**config.mk**
```make
export PLATFORM = sky130hd
export DESIGN_NAME = alu
export DESIGN_NICKNAME = d
export VERILOG_FILES = /design/src/rtl/alu.sv
export SDC_FILE = /design/constraint.sdc
export NUM_CORES = 1
export LEC_CHECK = 0
export CAP_MARGIN = 0
export CORE_ASPECT_RATIO = 0.75
export CORE_MARGIN = 10
export CORE_UTILIZATION = 54
export CTS_CLUSTER_SIZE = 8
export DETAILED_ROUTE_END_ITERATION = 16
export GPL_TIMING_DRIVEN = 1
export HOLD_SLACK_MARGIN = 0.12
export PLACE_DENSITY = 0.95
export SLEW_MARGIN = 25
export SYNTH_ARGS = -nofsm -noshare
export SYNTH_HDL_FRONTEND = slang
export SYNTH_SLANG_ARGS = --single-unit
```
**constraint.sdc**
```tcl
create_clock -name clk -period 15.35 [get_ports clk]
set_input_delay 4.605 -clock clk [delete_from_list [all_inputs] [get_ports clk]]
set_output_delay 4.605 -clock clk [all_outputs]
set_load 0.005 [all_outputs]
```
**src/rtl/alu.sv**
```systemverilog
// 64-bit execute-stage ALU with a registered NZCV condition-flag register.
// Optional shifter (LSL/LSR) is built only when ALU_SHIFT_EN is defined.
module alu #(
    parameter int WIDTH = 64
) (
    input  logic             clk,
    input  logic             reset,
    input  logic [WIDTH-1:0] a,
    input  logic [WIDTH-1:0] b,
    input  logic [3:0]       ALUControl,
    input  logic             flag_we,
    output logic [WIDTH-1:0] result,
    output logic             zero,
    output logic [3:0]       flags
);

    localparam int MSB = WIDTH - 1;
    localparam int SHW = $clog2(WIDTH);

    typedef enum logic [3:0] {
        OP_AND  = 4'b0000,
        OP_OR   = 4'b0001,
        OP_ADD  = 4'b0010,
        OP_XOR  = 4'b0011,
        OP_LSL  = 4'b0100,
        OP_LSR  = 4'b0101,
        OP_SUB  = 4'b0110,
        OP_PASS = 4'b0111
    } op_e;

    op_e              op;
    logic             is_sub;
    logic [WIDTH-1:0] b_eff;
    logic [WIDTH:0]   sum;
    logic             n_flag;
    logic             c_flag;
    logic             v_flag;

    assign op     = op_e'(ALUControl);
    assign is_sub = (op == OP_SUB);

    // ADD and SUB share one adder; SUB is a + ~b + 1 so the carry-out is the
    // "no borrow" indication.
    assign b_eff = is_sub ? ~b : b;
    assign sum   = {1'b0, a} + {1'b0, b_eff} + {{WIDTH{1'b0}}, is_sub};

    // NOTE: combinational logic assigns defaults first so no path leaves an
    // output unassigned, which would otherwise infer a latch.
    always_comb begin
        result = '0;
        c_flag = 1'b0;
        v_flag = 1'b0;
        case (op)
            OP_AND:  result = a & b;
            OP_OR:   result = a | b;
            OP_XOR:  result = a ^ b;
            OP_PASS: result = b;
            OP_ADD: begin
                result = sum[MSB:0];
                c_flag = sum[WIDTH];
                v_flag = (a[MSB] == b[MSB]) && (sum[MSB] != a[MSB]);
            end
            OP_SUB: begin
                result = sum[MSB:0];
                c_flag = sum[WIDTH];
                v_flag = (a[MSB] != b[MSB]) && (sum[MSB] != a[MSB]);
            end
`ifdef ALU_SHIFT_EN
            OP_LSL:  result = a << b[SHW-1:0];
            OP_LSR:  result = a >> b[SHW-1:0];
`endif
            default: result = '0;
        endcase
    end

    assign zero   = (result == '0);
    assign n_flag = result[MSB];

    // NOTE: sequential state uses non-blocking assignments so every register
    // samples pre-edge values regardless of statement order.
    always_ff @(posedge clk) begin
        if (reset) begin
            flags <= 4'b0000;
        end else if (flag_we) begin
            flags <= {n_flag, zero, c_flag, v_flag};
        end
    end

endmodule

```
---- Word level (Yosys, flattened, before mapping) ----
Cells that the tools add are included.
cells by class
  add/sub/neg operators ................... 2
  eq/ne operators ......................... 8
  muxes and demuxes ....................... 4
  bitwise operators ....................... 4
  reduce and logical (&&, ||, !) cells .... 5
operators with widths
  operator            count
  $pmux 64 s5         1
  $add 64x64->65      1
  $add 65x1->65       1
  $and 64x64->64      1
  $logic_not 64->1    1
  $mux 64             1
  $not 64->64         1
  $or 64x64->64       1
  $xor 64x64->64      1
  $eq 4x2->1 const B  2
  $eq 4x3->1 const B  2
  $eq 4x1->1 const B  1
  $logic_not 4->1     1
  $logic_and 1x1->1   2
  $ne 1x1->1          2
  $pmux 1 s2          1
  $reduce_or 2->1     1
  $eq 1x1->1          1
  $mux 1              1
word-level totals
  register bits after elaboration ......... 4
  bits of input ports ..................... 135
  output and inout bits ................... 69
  word-level logic and storage cells ...... 24

---- Logic depth before layout (Yosys ltp) ----
  depth after elaboration ................. 7
  mapped depth ............................ 20
  gate-level depth less buffers ........... 15

---- Least setup slack after synthesis ----
OpenSTA, ideal clock, no wires.
  path type ............................... input -> output
  from .................................... input port ALUControl[1]
  to ...................................... output port zero
  data arrival time ....................... 9.542 ns
  data required time ...................... 10.745 ns
  setup slack ............................. 1.203 ns
  stages on the path ...................... 18
  buffers on the path ..................... 3
  cells stage by stage .................... buf_2 and4bb_1 clkbuf_1 clkbuf_1 xnor2_1 fa_1 a211oi_2 nor2_1 xnor2_1 o221ai_1 or4_1 or3_1 or4_1 or4b_1 nor4_1 nand4_1 or3_1 nor2_1
between the ends
  longest elaborated chain between the ends .. 6
  elaborated cells between the ends (all ways) .. 12
  classes of those cells .................. 2 x add/sub; 5 x eq/ne; 2 x mux; 3 x reduce/logical
RTL lines
  what                  line    source
  start: declaration    10      input logic [3:0] ALUControl,
  $eq 4x3->1            40, 53
  $mux 64               44      assign b_eff = is_sub ? ~b : b;
  $add 64x64->65        45      assign sum = {1'b0, a} + {1'b0, b_eff} + {{WIDTH{1'b0}}, is_sub};
  $add 65x1->65         45
  $pmux 64 s5 (*)       53      case (op)
  named net result[4]   12      output logic [WIDTH-1:0] result,
  $logic_not 64->1 (*)  76      assign zero = (result == '0);
  end: declaration      13      output logic zero,
Mark *: on every way through the listed nets, which the timed path passes. The rest lies on a longest branch.

---- Worst setup path after layout ----
  from .................................... input port ALUControl[0]
  to ...................................... output port zero
between the ends
  longest elaborated chain between the ends .. 6
  elaborated cells between the ends (all ways) .. 12
  classes of those cells .................. 2 x add/sub; 5 x eq/ne; 2 x mux; 3 x reduce/logical
RTL lines
  what                  line
  $eq 4x3->1            40, 53
  $mux 64               44
  $add 64x64->65        45
  $add 65x1->65         45
  $pmux 64 s5 (*)       53
  $logic_not 64->1 (*)  76
Every way passes the cells marked *; elsewhere a longest branch is shown, timed or not.

==> flow_summary.json <==
{
  "ir_worst_vdd_uv": 32.3,
  "synth-async-reset-ratio_pct": 0,
  "total_power_w": 0.000521,
  "drc": 0,
  "first_pass_iters": 12,
  "regMostFlops": "flags",
  "leakagePower_nw": 5.10,
  "startpoint": "ALUControl[0]",
  "core_area_um2": 16800,
  "fp.dieW_um": 171,
  "routedWlPerCell_um": 22.0,
  "synth_cell_types": 76,
  "tritoncts": "yes",
  "cts_sinks": 4,
  "die_y_um": 133,
  "layout_min_cycle_time_ns": 15.17,
  "timing.rr.end": "flags[1]",
  "criticalPathCategory": "primary input to output pin",
  "critPathMaxStageDelay_ns": 0.60,
  "fmax_ghz": 0.0659,
  "setup_tns_ns": 0,
  "critPathSlowestCell": "or4_1",
  "grt_pass1_wl_mm": 59.0,
  "rows": 41,
  "finalHoldViolCount": 0,
  "area_growth_pct": 23.8,
  "crit_path_frequent_cell": "buf_4",
  "grt_max_degree": 47,
  "path_delay_family": "simple AND/OR/NAND/NOR gates",
  "drt_iter0_markers": 2323,
  "largest_reg_flops": 4,
  "synth_fp_nets": 1685,
  "clock_skew_ns": 0,
  "crit_end": "zero",
  "synth_edf_count": 0,
  "antenna_found_initial": 1,
  "clk_pin_slew_worst_paths_ns": 0.04,
  "crit_chain": "clkdlybuf4s50_1 -> and4bb_4 -> buf_4 -> buf_4 -> xnor2_1 -> ha_1 -> a21oi_1 -> o21ai_0 -> a211oi_1 -> o21ai_0 -> a211oi_1 -> buf_4 -> nor3_1 -> nor2_1 -> xor2_1 -> o221ai_1 -> or4_1 -> or3_1 -> nor2_1 -> clkdlybuf4s50_1",
  "worst_setup_path_start_kind": "primary input",
  "cp_num_buf_inv": 5,
  "synth_area_per_cell_um2": 6.89,
  "rsz0062_at_grt": "false",
  "layout_common_cells": "203 x ha_1, 203 x clkdlybuf4s50_1, 144 x inv_1",
  "utilization_pct": 68.2,
  "clock_path_buffers": 2,
  "maxCapViolCount": 0,
  "postCtsSetupRepairBufs": 0,
  "synth_seq_area_share_pct": 0.864,
  "relSlewSlack_pct": 38.6,
  "status": "completed",
  "wl_mm": 37.5,
  "worstPathRequired_ns": 10.75,
  "power_density_nw_per_um2": 45.4,
  "clk_latency_ns": 0.24,
  "ctsRootBufferMaster": "clkbuf_16",
  "cts_made_buffers": 3,
  "gp_congestion": 1.13,
  "rr_worst_depth": 2,
  "drv_slew": 0,
  "postRouteAntennaNets": 0,
  "yosys_register_bits": 4,
  "hpwlAfterDp_mm": 30.6,
  "grt_util_all_layers_pct": 31.2,
  "fin_area_um2": 11500,
  "critical_path_depth": 20,
  "vias": 11700,
  "tightest_slew_ns": 0.917,
  "worstPathArrival_ns": 10.57,
  "post_cts_resize_count": 0,
  "overflow": 0,
  "syn_inst": 1346,
  "end_kind": "output pin",
  "synth.cell_area_um2": 9270,
  "largestRegisters": "flags x4",
  "nets": 1830,
  "cts.hold.buffers_added": 0,
  "placed_cell_area_um2": 11400,
  "yosysWarnings": 0,
  "ys.flop_type": "dfxtp_1",
  "port_buffers": 203,
  "drive_gt1_share_pct": 2.62,
  "min_period_over_period_pct": 98.8,
  "start_util_pct": 55.1,
  "die_area_um2": 22900,
  "cts_max_level": 1,
  "setup_violations": 0,
  "grt_pass1_vias": 11100,
  "regToRegStartpoint": "flags[1]",
  "r2r_slack_ns": 14.59,
  "ios": 204,
  "cp_max_fo": 17,
  "avgViaCountPerCell": 6.86,
  "hp-class": "register to register"
}
## where the power goes
group / switching [W] / leakage (nW) / total (W) / internal, W
combinational: 0.000272 / 5.03 / 0.000466 / 0.000194
sequential: 0.000000143 / 0.0323 / 0.0000108 / 0.0000107
clock: 0.0000105 / 0.0370 / 0.0000440 / 0.0000336
total: 0.000283 / 5.10 / 0.000521 / 0.000238
## synthesized netlist by cell type, types with 24 or more instances
cell      number  area (um^2)
xor2_1        26          228
nand3_1       24          120
o21ai_0       83          415
nand2_1      113          424
a21oi_1      135          676
xnor2_1       90          788
a21o_1        26          195
inv_1        144          541
ha_1         203         2540
clkbuf_1      65          244
o221ai_1      35          307
nand4_1       30          188
nor2_1        75          282
## through the flow
| step | std cells | hold WS [ns] | setup slack [ns] |
|---|---|---|---|
| after CTS | 1704 | 0.473 | 0.334 |
| after global routing | 1705 | 0.503 | 0.0139 |
| after floorplan | 1346 | 0.454 | 1.20 |
| after global placement | 1701 | 0.459 | 0.538 |
| final | 1706 | 0.471 | 0.179 |
| after detailed placement | 1701 | 0.467 | 0.341 |
## cell families (layout without fill, tap and decap cells)
group,after synthesis,count (layout),synth area share [%]
AOI/OAI and AO/OA,452,452,32.3
xor gates and xnor gates,116,116,11.0
adders and majority gates,204,204,27.6
buffers and inverters,221,364,9.10
DFF,4,4,0.864
muxes,12,12,1.32
other,0,2,0
and+or+nand+nor,337,337,17.8
## cell type report
cell class,count,area (um^2)
Multi-Input combinational cell,1121,8360
Sequential cell,4,80.1
Antenna cell,2,5.00
Inverter,144,541
Clock buffer,3,75.1
Timing Repair Buffer,217,2150
Tap cell,215,269
Fill cell,1331,5340
## worst min path at each step
stage	startpoint	to	cells past startpoint
after global routing	flags[0]	flags[0]	2
after floorplan	flags[0]	flags[0]	2
after detailed placement	flags[0]	flags[0]	2
final	flags[0]	flags[0]	2
after global placement	flags[0]	flags[0]	2
after CTS	flags[0]	flags[0]	2
## routing by layer
layer / share of wire (%) / track usage, %
met1: 39 / 39.9
met2: 42 / 48.3
met3: 15 / 8.62
met4: 4.7 / 12.0
met5: 0 / 0
## worst min-delay path: stages (launching register included)
cell and delay (ns):
dfxtp_1 0.30, nand2_1 0.06, a21oi_1 0.06
Power figures use the tool's default switching activity.
